--- src/rtl/argon_regfile_sequencer.sv ---
// Initiator side of the register-file shared bus. It runs one READ, WRITE or MOVE
// command at a time and returns the result on a valid/ready response port.
module argon_regfile_sequencer #(
    parameter int DATA_WIDTH = 16,
    parameter int IDX_WIDTH  = 4
) (
    input  logic                  i_Clk,
    input  logic                  i_Reset,
    input  logic                  i_cmdValid,
    output logic                  o_cmdReady,
    input  logic [1:0]            i_cmdOp,
    input  logic [IDX_WIDTH-1:0]  i_cmdIdxA,
    input  logic [IDX_WIDTH-1:0]  i_cmdIdxB,
    input  logic [IDX_WIDTH-1:0]  i_cmdIdxC,
    input  logic [DATA_WIDTH-1:0] i_cmdData,
    output logic [DATA_WIDTH-1:0] o_busData,
    output logic                  o_busValid,
    input  logic [DATA_WIDTH-1:0] i_busData,
    input  logic                  i_busValid,
    output logic                  o_selectLatch,
    output logic                  o_outputA,
    output logic                  o_outputB,
    output logic                  o_latchC,
    output logic                  o_rspValid,
    input  logic                  i_rspReady,
    output logic [DATA_WIDTH-1:0] o_rspA,
    output logic [DATA_WIDTH-1:0] o_rspB,
    output logic                  o_rspErr
);

    localparam logic [1:0] OP_READ    = 2'b00;
    localparam logic [1:0] OP_WRITE   = 2'b01;
    localparam logic [1:0] OP_MOVE    = 2'b10;
    localparam logic [1:0] OP_ILLEGAL = 2'b11;

    typedef enum logic [2:0] {
        IDLE   = 3'd0,
        SELECT = 3'd1,
        RD_A   = 3'd2,
        RD_B   = 3'd3,
        CAP_B  = 3'd4,
        CAP_A  = 3'd5,
        WRITE  = 3'd6,
        RSP    = 3'd7
    } state_t;

    state_t                state_r;
    state_t                nextState_s;
    logic [1:0]            op_r;
    logic [DATA_WIDTH-1:0] data_r;
    logic [DATA_WIDTH-1:0] capA_r;
    logic                  err_r;

    logic                  accept_s;
    logic [DATA_WIDTH-1:0] capANext_s;
    logic                  errNext_s;
    logic [DATA_WIDTH-1:0] idxWord_s;
    logic                  cmdReadyNext_s;
    logic [DATA_WIDTH-1:0] busDataNext_s;
    logic                  busValidNext_s;
    logic                  selectLatchNext_s;
    logic                  outputANext_s;
    logic                  outputBNext_s;
    logic                  latchCNext_s;
    logic                  rspValidNext_s;
    logic [DATA_WIDTH-1:0] rspANext_s;
    logic [DATA_WIDTH-1:0] rspBNext_s;
    logic                  rspErrNext_s;

    // o_cmdReady is a registered copy of (state_r == IDLE), so it doubles as the idle flag
    assign accept_s = i_cmdValid & o_cmdReady;

    // Next-state sequencing for each command type
    always_comb begin
        nextState_s = state_r;
        case (state_r)
            IDLE: begin
                if (accept_s) begin
                    if (i_cmdOp == OP_ILLEGAL) begin
                        nextState_s = RSP;
                    end else begin
                        nextState_s = SELECT;
                    end
                end else begin
                    nextState_s = IDLE;
                end
            end
            SELECT: begin
                if (op_r == OP_WRITE) begin
                    nextState_s = WRITE;
                end else begin
                    nextState_s = RD_A;
                end
            end
            RD_A: begin
                if (op_r == OP_MOVE) begin
                    nextState_s = CAP_A;
                end else begin
                    nextState_s = RD_B;
                end
            end
            RD_B:   nextState_s = CAP_B;
            CAP_B:  nextState_s = RSP;
            CAP_A:  nextState_s = WRITE;
            WRITE:  nextState_s = RSP;
            RSP: begin
                if (i_rspReady) begin
                    nextState_s = IDLE;
                end else begin
                    nextState_s = RSP;
                end
            end
            default: nextState_s = IDLE;
        endcase
    end

    // Data path: slave data lands one cycle after its strobe, so A is taken in RD_B or CAP_A
    always_comb begin
        capANext_s = capA_r;
        if ((state_r == RD_B) || (state_r == CAP_A)) begin
            capANext_s = i_busData;
        end else begin
            capANext_s = capA_r;
        end

        errNext_s = err_r;
        if (accept_s) begin
            errNext_s = (i_cmdOp == OP_ILLEGAL);
        end else if (((state_r == RD_A) || (state_r == RD_B)) && !i_busValid) begin
            errNext_s = 1'b1;
        end else begin
            errNext_s = err_r;
        end

        idxWord_s = {DATA_WIDTH{1'b0}};
        idxWord_s[IDX_WIDTH-1:0]             = i_cmdIdxA;
        idxWord_s[2*IDX_WIDTH-1:IDX_WIDTH]   = i_cmdIdxB;
        idxWord_s[3*IDX_WIDTH-1:2*IDX_WIDTH] = i_cmdIdxC;
    end

    // Output decode from the next state so every output leaves a register
    always_comb begin
        cmdReadyNext_s    = (nextState_s == IDLE);
        selectLatchNext_s = (nextState_s == SELECT);
        outputANext_s     = (nextState_s == RD_A);
        outputBNext_s     = (nextState_s == RD_B);
        latchCNext_s      = (nextState_s == WRITE);
        busValidNext_s    = (nextState_s == SELECT) || (nextState_s == WRITE);
        rspValidNext_s    = (nextState_s == RSP);

        busDataNext_s = {DATA_WIDTH{1'b0}};
        case (nextState_s)
            SELECT: busDataNext_s = idxWord_s;
            WRITE: begin
                if (op_r == OP_WRITE) begin
                    busDataNext_s = data_r;
                end else begin
                    busDataNext_s = capANext_s;
                end
            end
            default: busDataNext_s = {DATA_WIDTH{1'b0}};
        endcase

        rspANext_s   = {DATA_WIDTH{1'b0}};
        rspBNext_s   = {DATA_WIDTH{1'b0}};
        rspErrNext_s = 1'b0;
        if ((state_r == RSP) && (nextState_s == RSP)) begin
            rspANext_s   = o_rspA;
            rspBNext_s   = o_rspB;
            rspErrNext_s = o_rspErr;
        end else if (nextState_s == RSP) begin
            rspErrNext_s = errNext_s;
            case (state_r)
                CAP_B: begin
                    rspANext_s = capA_r;
                    rspBNext_s = i_busData;
                end
                WRITE: begin
                    rspANext_s = o_busData;
                    rspBNext_s = {DATA_WIDTH{1'b0}};
                end
                default: begin
                    rspANext_s = {DATA_WIDTH{1'b0}};
                    rspBNext_s = {DATA_WIDTH{1'b0}};
                end
            endcase
        end else begin
            rspANext_s   = {DATA_WIDTH{1'b0}};
            rspBNext_s   = {DATA_WIDTH{1'b0}};
            rspErrNext_s = 1'b0;
        end
    end

    // State, captured command fields and registered outputs
    always_ff @(posedge i_Clk or posedge i_Reset) begin
        if (i_Reset) begin
            state_r       <= IDLE;
            op_r          <= OP_READ;
            data_r        <= {DATA_WIDTH{1'b0}};
            capA_r        <= {DATA_WIDTH{1'b0}};
            err_r         <= 1'b0;
            o_cmdReady    <= 1'b1;
            o_busData     <= {DATA_WIDTH{1'b0}};
            o_busValid    <= 1'b0;
            o_selectLatch <= 1'b0;
            o_outputA     <= 1'b0;
            o_outputB     <= 1'b0;
            o_latchC      <= 1'b0;
            o_rspValid    <= 1'b0;
            o_rspA        <= {DATA_WIDTH{1'b0}};
            o_rspB        <= {DATA_WIDTH{1'b0}};
            o_rspErr      <= 1'b0;
        end else begin
            state_r <= nextState_s;
            if (accept_s) begin
                op_r   <= i_cmdOp;
                data_r <= i_cmdData;
            end else begin
                op_r   <= op_r;
                data_r <= data_r;
            end
            capA_r        <= capANext_s;
            err_r         <= errNext_s;
            o_cmdReady    <= cmdReadyNext_s;
            o_busData     <= busDataNext_s;
            o_busValid    <= busValidNext_s;
            o_selectLatch <= selectLatchNext_s;
            o_outputA     <= outputANext_s;
            o_outputB     <= outputBNext_s;
            o_latchC      <= latchCNext_s;
            o_rspValid    <= rspValidNext_s;
            o_rspA        <= rspANext_s;
            o_rspB        <= rspBNext_s;
            o_rspErr      <= rspErrNext_s;
        end
    end

endmodule

--- config.mk ---
export PLATFORM = sky130hd
export DESIGN_NAME = argon_regfile_sequencer
export DESIGN_NICKNAME = d
export VERILOG_FILES = /design/src/rtl/argon_regfile_sequencer.sv
export SDC_FILE = /design/constraint.sdc
export NUM_CORES = 1
export LEC_CHECK = 0
export CAP_MARGIN = 40
export CELL_PAD_IN_SITES_DETAIL_PLACEMENT = 1
export CELL_PAD_IN_SITES_GLOBAL_PLACEMENT = 2
export CORE_ASPECT_RATIO = 0.75
export CORE_MARGIN = 2
export CORE_UTILIZATION = 33
export CTS_CLUSTER_DIAMETER = 200
export DETAILED_ROUTE_END_ITERATION = 8
export PLACE_DENSITY_LB_ADDON = 0.1
export REMOVE_ABC_BUFFERS = 1
export SLEW_MARGIN = 10
export SYNTH_ARGS = -nofsm -noshare
export SYNTH_HDL_FRONTEND = slang
export SYNTH_SLANG_ARGS = --single-unit
--- constraint.sdc ---
create_clock -name i_Clk -period 6.6 [get_ports i_Clk]
set_input_delay 1.32 -clock i_Clk [delete_from_list [all_inputs] [get_ports i_Clk]]
set_output_delay 1.32 -clock i_Clk [all_outputs]
set_load 0.03 [all_outputs]
# [Word-level counts from Yosys, hierarchy flattened]
# Index checks and enable logic that the tools add are counted.
[totals] reg_bits=94 elab_cells=57 output_inout_bits=56
[classes] mux=16 n_bitwise=1 n_eq_ne=15 n_reduce_logical=9
[op_table] operator="two-way mux 16 bit" n=5
[op_table] operator="one-hot mux 16 bit (2 select lines)" n=2
[op_table] operator="one-hot mux 3 bit (7 select lines)" n=1
[op_table] operator="equality test 3 bit (second input constant)" n=6
[op_table] operator="two-way mux 3 bit" n=5
[op_table] operator="equality test 3 x 2 -> 1 bit (second input constant)" n=4
[op_table] operator="equality test 3 x 1 -> 1 bit (second input constant)" n=2
[op_table] operator="logical NOT 3 bit" n=2
[op_table] operator="equality test 2 bit (second input constant)" n=2
[op_table] operator="logical OR 1 bit" n=3
[op_table] operator="two-way mux 1 bit" n=3
[op_table] operator="equality test 2 x 1 -> 1 bit (second input constant)" n=1
[op_table] operator="logical AND 1 bit" n=2
[op_table] operator="OR reduction 2 bit" n=1
[op_table] operator="bitwise AND 1 bit" n=1
[op_table] operator="logical NOT 1 bit" n=1

# [Longest topological paths before layout]
# Gate-level depths: netlist of the first run.
[logic_depth] ltp_word=6 ltp_mapped=7 mapped_depth_nobuf=4

# [Least setup slack after synthesis of the first run]
# No wires, ideal clock.
[synth_timing] path_kind="input port to flip-flop" from="input port i_cmdValid" to="register o_busData[0]" t_arrival_ns=2.196 setup_time_ns=0.136 n_path_buf=1 setup_slack_ns=4.267 required_ns=6.464 stages=5 path_cell_list="a211oi_1 -> a211oi_4 -> nand2b_1 -> buf_2 -> o32ai_1"
[synth_between] elab_chain_len=5 elab_cells_between_ends=6 classes_between="eq/ne: 2; mux: 3; bitwise: 1"
[synth_rtl] element="from (decl)" line="9" source="input logic i_cmdValid,"
[synth_rtl] element="bitwise AND 1 bit *" line="71" source="assign accept_s = i_cmdValid & o_cmdReady;"
[synth_rtl] element="two-way mux 3 bit *" line="78" source="if (accept_s) begin"
[synth_rtl] element="one-hot mux 3 bit (7 select lines) *" line="76" source="case (state_r)"
[synth_rtl] element="via nextState_s[0]" line="48" source="state_t nextState_s;"
[synth_rtl] element="equality test 3 bit or equality test 3 x 1 -> 1 bit (tied branches)" line="152" source="case (nextState_s)"
[synth_rtl] element="one-hot mux 16 bit (2 select lines) *" line="152"
[synth_rtl] element="via busDataNext_s[0]" line="59" source="logic [DATA_WIDTH-1:0] busDataNext_s;"
[synth_rtl] element="to (signal assigned)" line="203" source="o_busData <= {DATA_WIDTH{1'b0}};"
[synth_rtl] element="to (signal assigned)" line="225" source="o_busData <= busDataNext_s;"
[synth_rtl] element="to (decl)" line="16" source="output logic [DATA_WIDTH-1:0] o_busData,"
# The timed path passes the listed nets; every way through them passes the cells marked *.
# A chain may end at the register's enable or synchronous reset.

# [Worst setup path after layout of the first run]
[layout_timing] from="input port i_cmdValid" to="register o_busData[1]"
# Same word-level chain as after synthesis.

==> out/qor.txt, run 1 <==
First-pass GRT wire length: 19,900 um
CP max-delay cell: nand2b_1
Initial Utilization: 0.336
Worst-Margin Slew: 0.826 ns
Layout area overhead: 39.2%
Top-area cell type share of the netlist area: 0.567
CTS tree: yes
Hold Startpoint: capA_r[10]
RSZ-0062 raised after global routing: false
Chip height: 101 um
PD cells: 498 mW/mm^2
DRT antenna net count: 0
Post-synth EDFFs: 0
Leading post-synthesis cells by cell area: dfrtp_1 (57%), mux2_2 (6.0%), nor2_1 (5.0%)
Endpoint class of the critical path: flip-flop
Detailed Routing Iterations Pass 1: 4
Total CTS buffers: 9
Post-DP HPWL: 8550 um
Routability cong.: 0.784
Maximum vdd ir drop: 0.184 mV
Hold Crit Class: flip-flop to flip-flop
Wl on met1: 6160 um
WP data arrival: 3.17 ns
Required time worst endpoint: 6.78 ns
Slew HR: 0.450
CP Launch Type: input pin
Post-Syn Area: 0.00410 mm^2
Netlist cell types: 37
# resized after CTS: 0
Mean Syn Cell Area: 11.2 um^2
Metal3 WL: 678 um
Crit Path Max Fanout: 14
Clock Skew: 0.00722 ns
Hold path endpoint: capA_r[10]
Post-Synthesis Cells: 365
WP buf/inv: 1
Switching pwr: 1180 uW
Fill count: 1,288
Fin crit period: 2.99 ns
Synth area leader: dfrtp_1
Fin. Hold Viols: 0
Slew Limit Fails: 0
Max-cap viol count: 0
Placement Rows: 35
ANT cells: 0
P_leak: 0.00262 uW
R2R Path Start: state_r[1]
Post-layout util: 0.467
Reg2Reg Capture Point: o_busData[1]
Clock transition at path regs: 0.07 ns
Post-route cell area: 0.00571 mm^2
Final WL: 12,800 um
Share of cells above drive strength 1: 0.124
Longest Clk Path Bufs: 2
Die extent in x: 133 um
Outcome: completed
Top sig layer: met4
Commonest non-fill, non-tap cell in the layout: clkdlybuf4s50_1
Largest net degree at the start of global routing: 63
Non-Filler Instances: 640
CP Launch Point: i_cmdValid
Clock Sinks: 94
R2r setup slk: 3.99 ns
Placed Instances: 623
Power Total: 2840 uW
Logic pwr share: 0.489
Initial antenna violation count: 0
Clock Power Share: 0.186
Routed wl met2: 5890 um
Final setup violation count: 0
Switching Fraction: 0.415
Cell Chain, Critical Path: clkdlybuf4s50_1 -> a211oi_1 -> a211oi_4 -> nand2b_1 -> o32ai_1
DIE AREA: 0.0133 mm^2
Total vias in the final route: 3,224
Period utilization: 0.453
DRT iter0 DRCs: 152
Setup TNS: 0 ns
Root buf cell: clkbuf_16
# port buffers: 106
Reg power frac: 0.325
GRT Residual Overflow: 0
Synth Register Bits: 94
Nets: 520
DP Area: 0.00539 mm^2
DR WL/cell: 20.1 um
Max incr delay on CP: 0.53 ns
Via density: 5.04
Clock latency on the worst-skew pair: 0.34 ns
FFs w/ async S/R, synth: 1.00
DRC: 0
Most frequent cells in the layout: clkdlybuf4s50_1 (106), dfrtp_1 (93), nor2_1 (55)
Seq/Total Area, Yosys: 0.574
R2R depth: 5
# IOs: 107
CP Class: input pin to flip-flop
Vias in the first global route: 3,378
Family with the most delay on the worst path: compound AO/OA/AOI/OAI gates
Core Area: 0.0122 mm^2
Yosys warns: 0
Cell internal pwr: 1660 uW
Worst Hold Depth: 1
FMAX: 0.335 GHz
Clock H-tree levels: 3
Hold Buf Count CTS: 0
Gr usage total: 0.198
Synth Flop Type: dfrtp_1
Postcts setup bufs: 0
==> synthesized netlist by cell type (3+ instances only) <==
| cell | number |
|---|---|
| buf_2 | 8 |
| a21o_1 | 12 |
| nor3_1 | 18 |
| o32ai_1 | 12 |
| a22oi_1 | 17 |
| nand2b_1 | 4 |
| clkbuf_1 | 10 |
| a211oi_1 | 13 |
| a21oi_1 | 18 |
| buf_6 | 3 |
| o21a_1 | 4 |
| nor2_1 | 55 |
| mux2_2 | 22 |
| buf_4 | 3 |
| o21ai_2 | 3 |
| and3_1 | 13 |
| nand2_1 | 4 |
| mux2i_1 | 17 |
| inv_1 | 17 |
| dfrtp_1 | 93 |
==> how the worst max path moves through the flow <==
| stage | end | slack, ns | depth (start not counted) |
|---|---|---|---|
| finish | o_busData[1] | 3.61 | 5 |
| global route | o_busData[11] | 3.45 | 5 |
| CTS | o_busData[1] | 3.58 | 5 |
| detailed placement | o_busData[1] | 3.21 | 5 |
| global placement | o_busData[8] | 3.38 | 5 |
| floorplan | capA_r[0] | 2.83 | 1 |
==> state kept, by name, indices dropped and copies added, names as in the netlist <==
register / count
op_r: 2
o_cmdReady: 1
capA_r: 16
o_outputB: 1
o_rspErr: 1
o_busData: 16
o_rspA: 16
o_selectLatch: 1
o_latchC: 1
data_r: 16
o_busValid: 1
err_r: 1
o_rspB: 16
o_outputA: 1
o_rspValid: 1
state_r: 3
==> logic make-up (layout without fill, tap and decap cells) <==
kind of cell           count (synthesis)  count (layout)  synth area share
AO/OA/AOI/OAI                         84              84             0.152
multiplexers                          39              39             0.102
XOR/XNOR                               1               1           0.00214
AND/OR/NAND/NOR                      104             104             0.121
buffers and inverters                 43             152            0.0500
flip-flops                            94              94             0.574
==> metal layers <==
layer	up-vias	GRT usage
met5	-	0
met4	0	0.0397
met3	12	0.0513
met2	84	0.310
met1	1631	0.279
li1	1497	-
==> power groups by stage <==
stage | clock network, uW | registers, uW | logic (uW)
after floorplan | 0 | 1130 | 576
after global placement | 0 | 926 | 1280
after detailed placement | 0 | 932 | 1380
after CTS | 541 | 925 | 1390
after global routing | 561 | 954 | 1500
final | 528 | 924 | 1390
==> cell type report <==
class | instances | area [um^2] | share of cell area
Clock buffer | 13 | 260 | 0.0456
Clock inverter | 3 | 42.5 | 0.00745
Inverter | 17 | 66.3 | 0.0116
Multi-Input combinational cell | 228 | 1550 | 0.271
Sequential cell | 94 | 2350 | 0.412
Tap cell | 166 | 208 | 0.0364
Timing Repair Buffer | 119 | 1230 | 0.216
==> per-stage QoR <==
step	worst slack [ns]	hold WS, ns
final	3.61	0.511
after global routing	3.45	0.522
after CTS	3.58	0.511
after detailed placement	3.21	0.495
after global placement	3.38	0.487
after floorplan	2.83	0.472
Note: power is estimated with default switching activity, not from simulation.
==> inputs of run 2 (changes only) <==
CORE_UTILIZATION = 28   (was 33)
clock period = 2.5 ns   (was 6.6 ns; I/O delays follow)
==> run 2 against run 1 <==
Net effect:
- clock skew is 0.00079 ns lower
- critical path type is now flip-flop to flip-flop
- largest cell class unchanged
- via count is 0.74% lower
- core utilization is 7.2 points lower
- worst setup slack worse by 3.4 ns
- largest power group unchanged
- clock power is 130% higher
==> out/qor.txt, run 2 (synthesis gave the netlist of run 1 again) <==
Worst-Margin Slew: 0.896 ns
Fill count: 1,605
WHS: 0.469 ns
Routability cong.: 0.790
Clock H-tree levels: 3
Clock latency on the worst-skew pair: 0.34 ns
Final WL: 12,900 um
Largest net degree at the start of global routing: 46
PD cells: 1260 mW/mm^2
Commonest non-fill, non-tap cell in the layout: clkdlybuf4s50_1
Via density: 4.71
Switching pwr: 3040 uW
Crit Path Max Fanout: 28
Clock transition at path regs: 0.06 ns
Placement Rows: 38
# port buffers: 106
Initial antenna violation count: 0
Nets: 526
Initial Utilization: 0.285
Period utilization: 0.933
Gr usage total: 0.175
ANT cells: 0
Clock Sinks: 94
R2R Path Start: state_r[1]
Die extent in x: 144 um
Final setup violation count: 0
RSZ-0062 raised after global routing: false
Hold Crit Class: input pin to asynchronous set/reset pin
DRT antenna net count: 0
Fin. Hold Viols: 0
FF+latch area: 0.00235 mm^2
CP Launch Type: flip-flop
GRT Residual Overflow: 0
Cell internal pwr: 4160 uW
Area occupied by multi-input gates: 0.00155 mm^2
Required time worst endpoint: 2.73 ns
Outcome: completed
Maximum vdd ir drop: 0.415 mV
Reg2Reg Capture Point: o_busData[12]
Switching Fraction: 0.422
DRT iter0 DRCs: 106
Layout area overhead: 39.0%
Root buf cell: clkbuf_16
Max-cap viol count: 0
Post-DP HPWL: 9070 um
Longest Clk Path Bufs: 2
Clock Power Share: 0.170
Total CTS buffers: 9
Chip height: 109 um
Fin crit period: 2.33 ns
Hold Buf Count CTS: 0
Reg power frac: 0.339
Postcts setup bufs: 0
First-pass GRT wire length: 20,200 um
Total vias in the final route: 3,200
R2R depth: 4
DRC: 0
R2r setup slk: 0.17 ns
Slew Limit Fails: 0
FMAX: 0.429 GHz
Vias in the first global route: 3,438
Clock Skew: 0.00643 ns
Core Area: 0.0144 mm^2
Share of cells above drive strength 1: 0.133
CTS tree: yes
Setup TNS: 0 ns
Logic pwr share: 0.490
WP data arrival: 2.56 ns
# resized after CTS: 0
CP Class: flip-flop to flip-flop
DR WL/cell: 18.9 um
Most frequent cells in the layout: clkdlybuf4s50_1 (106), dfrtp_1 (92), nor2_1 (55)
Endpoint class of the critical path: flip-flop
DIE AREA: 0.0156 mm^2
P_leak: 0.00260 uW
# IOs: 107
Slew HR: 0.403
Detailed Routing Iterations Pass 1: 4
==> run 2: cell count changes in the layout (fill, tap and decap cells not counted), sizes merged <==
cell      change
buf           +6
bufinv        -1
clkbuf        +1
clkinv        +1
clkinvlp      -1
==> run 2: cell type report <==
| cell class | count | share of cell area |
|---|---|---|
| Inverter | 17 | 0.0116 |
| Timing Repair Buffer | 125 | 0.215 |
| Tap cell | 200 | 0.0439 |
| Clock buffer | 14 | 0.0428 |
| Sequential cell | 94 | 0.413 |
| Multi-Input combinational cell | 228 | 0.272 |
| Clock inverter | 2 | 0.00176 |
==> run 2: metal layers <==
metal	GRT usage	wire, um	up-vias
met5	0	0	-
met2	0.252	5450	81
met1	0.264	6600	1603
met3	0.0444	710	10
li1	-	-	1506
met4	0.0378	107	0
==> run 2: power groups by stage <==
stage | clock network, uW | registers, uW | logic [uW]
2_1_floorplan | 0 | 2970 | 1520
3_3_place_gp | 0 | 2470 | 3510
3_5_place_dp | 0 | 2480 | 3570
4_1_cts | 1280 | 2450 | 3600
5_1_grt | 1330 | 2520 | 3870
6_report | 1230 | 2450 | 3530
==> run 2: how the worst max path moves through the flow <==
stage          startpoint       endpoint  slack (ns)
2_1_floorplan     i_Reset      capA_r[0]       -0.45
3_3_place_gp   i_rspReady      o_rspB[6]        0.24
3_5_place_dp   state_r[1]  o_busData[14]        0.18
4_1_cts        state_r[1]  o_busData[12]        0.14
5_1_grt        state_r[1]  o_busData[14]       0.008
6_report       state_r[1]  o_busData[12]        0.17
==> run 2: worst max-delay path, stage by stage (launching register included) <==
cell and delay [ns]:
dfrtp_2 0.42, xor2_2 0.61, nand2_2 0.56, mux2_2 0.45, o21a_1 0.17
==> run 2: through the flow <==
| step | power, uW | cell area [um^2] | setup WS, ns | instances | util |
|---|---|---|---|---|---|
| floorplan | 4490 | 3960 | -0.447 | 339 | - |
| global placement | 5970 | 5430 | 0.243 | 663 | 0.377 |
| detailed placement | 6050 | 5450 | 0.181 | 664 | 0.378 |
| CTS | 7330 | 5700 | 0.143 | 680 | 0.396 |
| global route | 7730 | 5700 | 0.00754 | 680 | 0.396 |
| finish | 7210 | 5700 | 0.168 | 680 | 0.396 |
==> inputs of run 3 (changes only) <==
HOLD_SLACK_MARGIN = 0.15   (was not set)
==> results of run 3 <==
No change in the layout: final DEF, timing and power equal those of run 2.
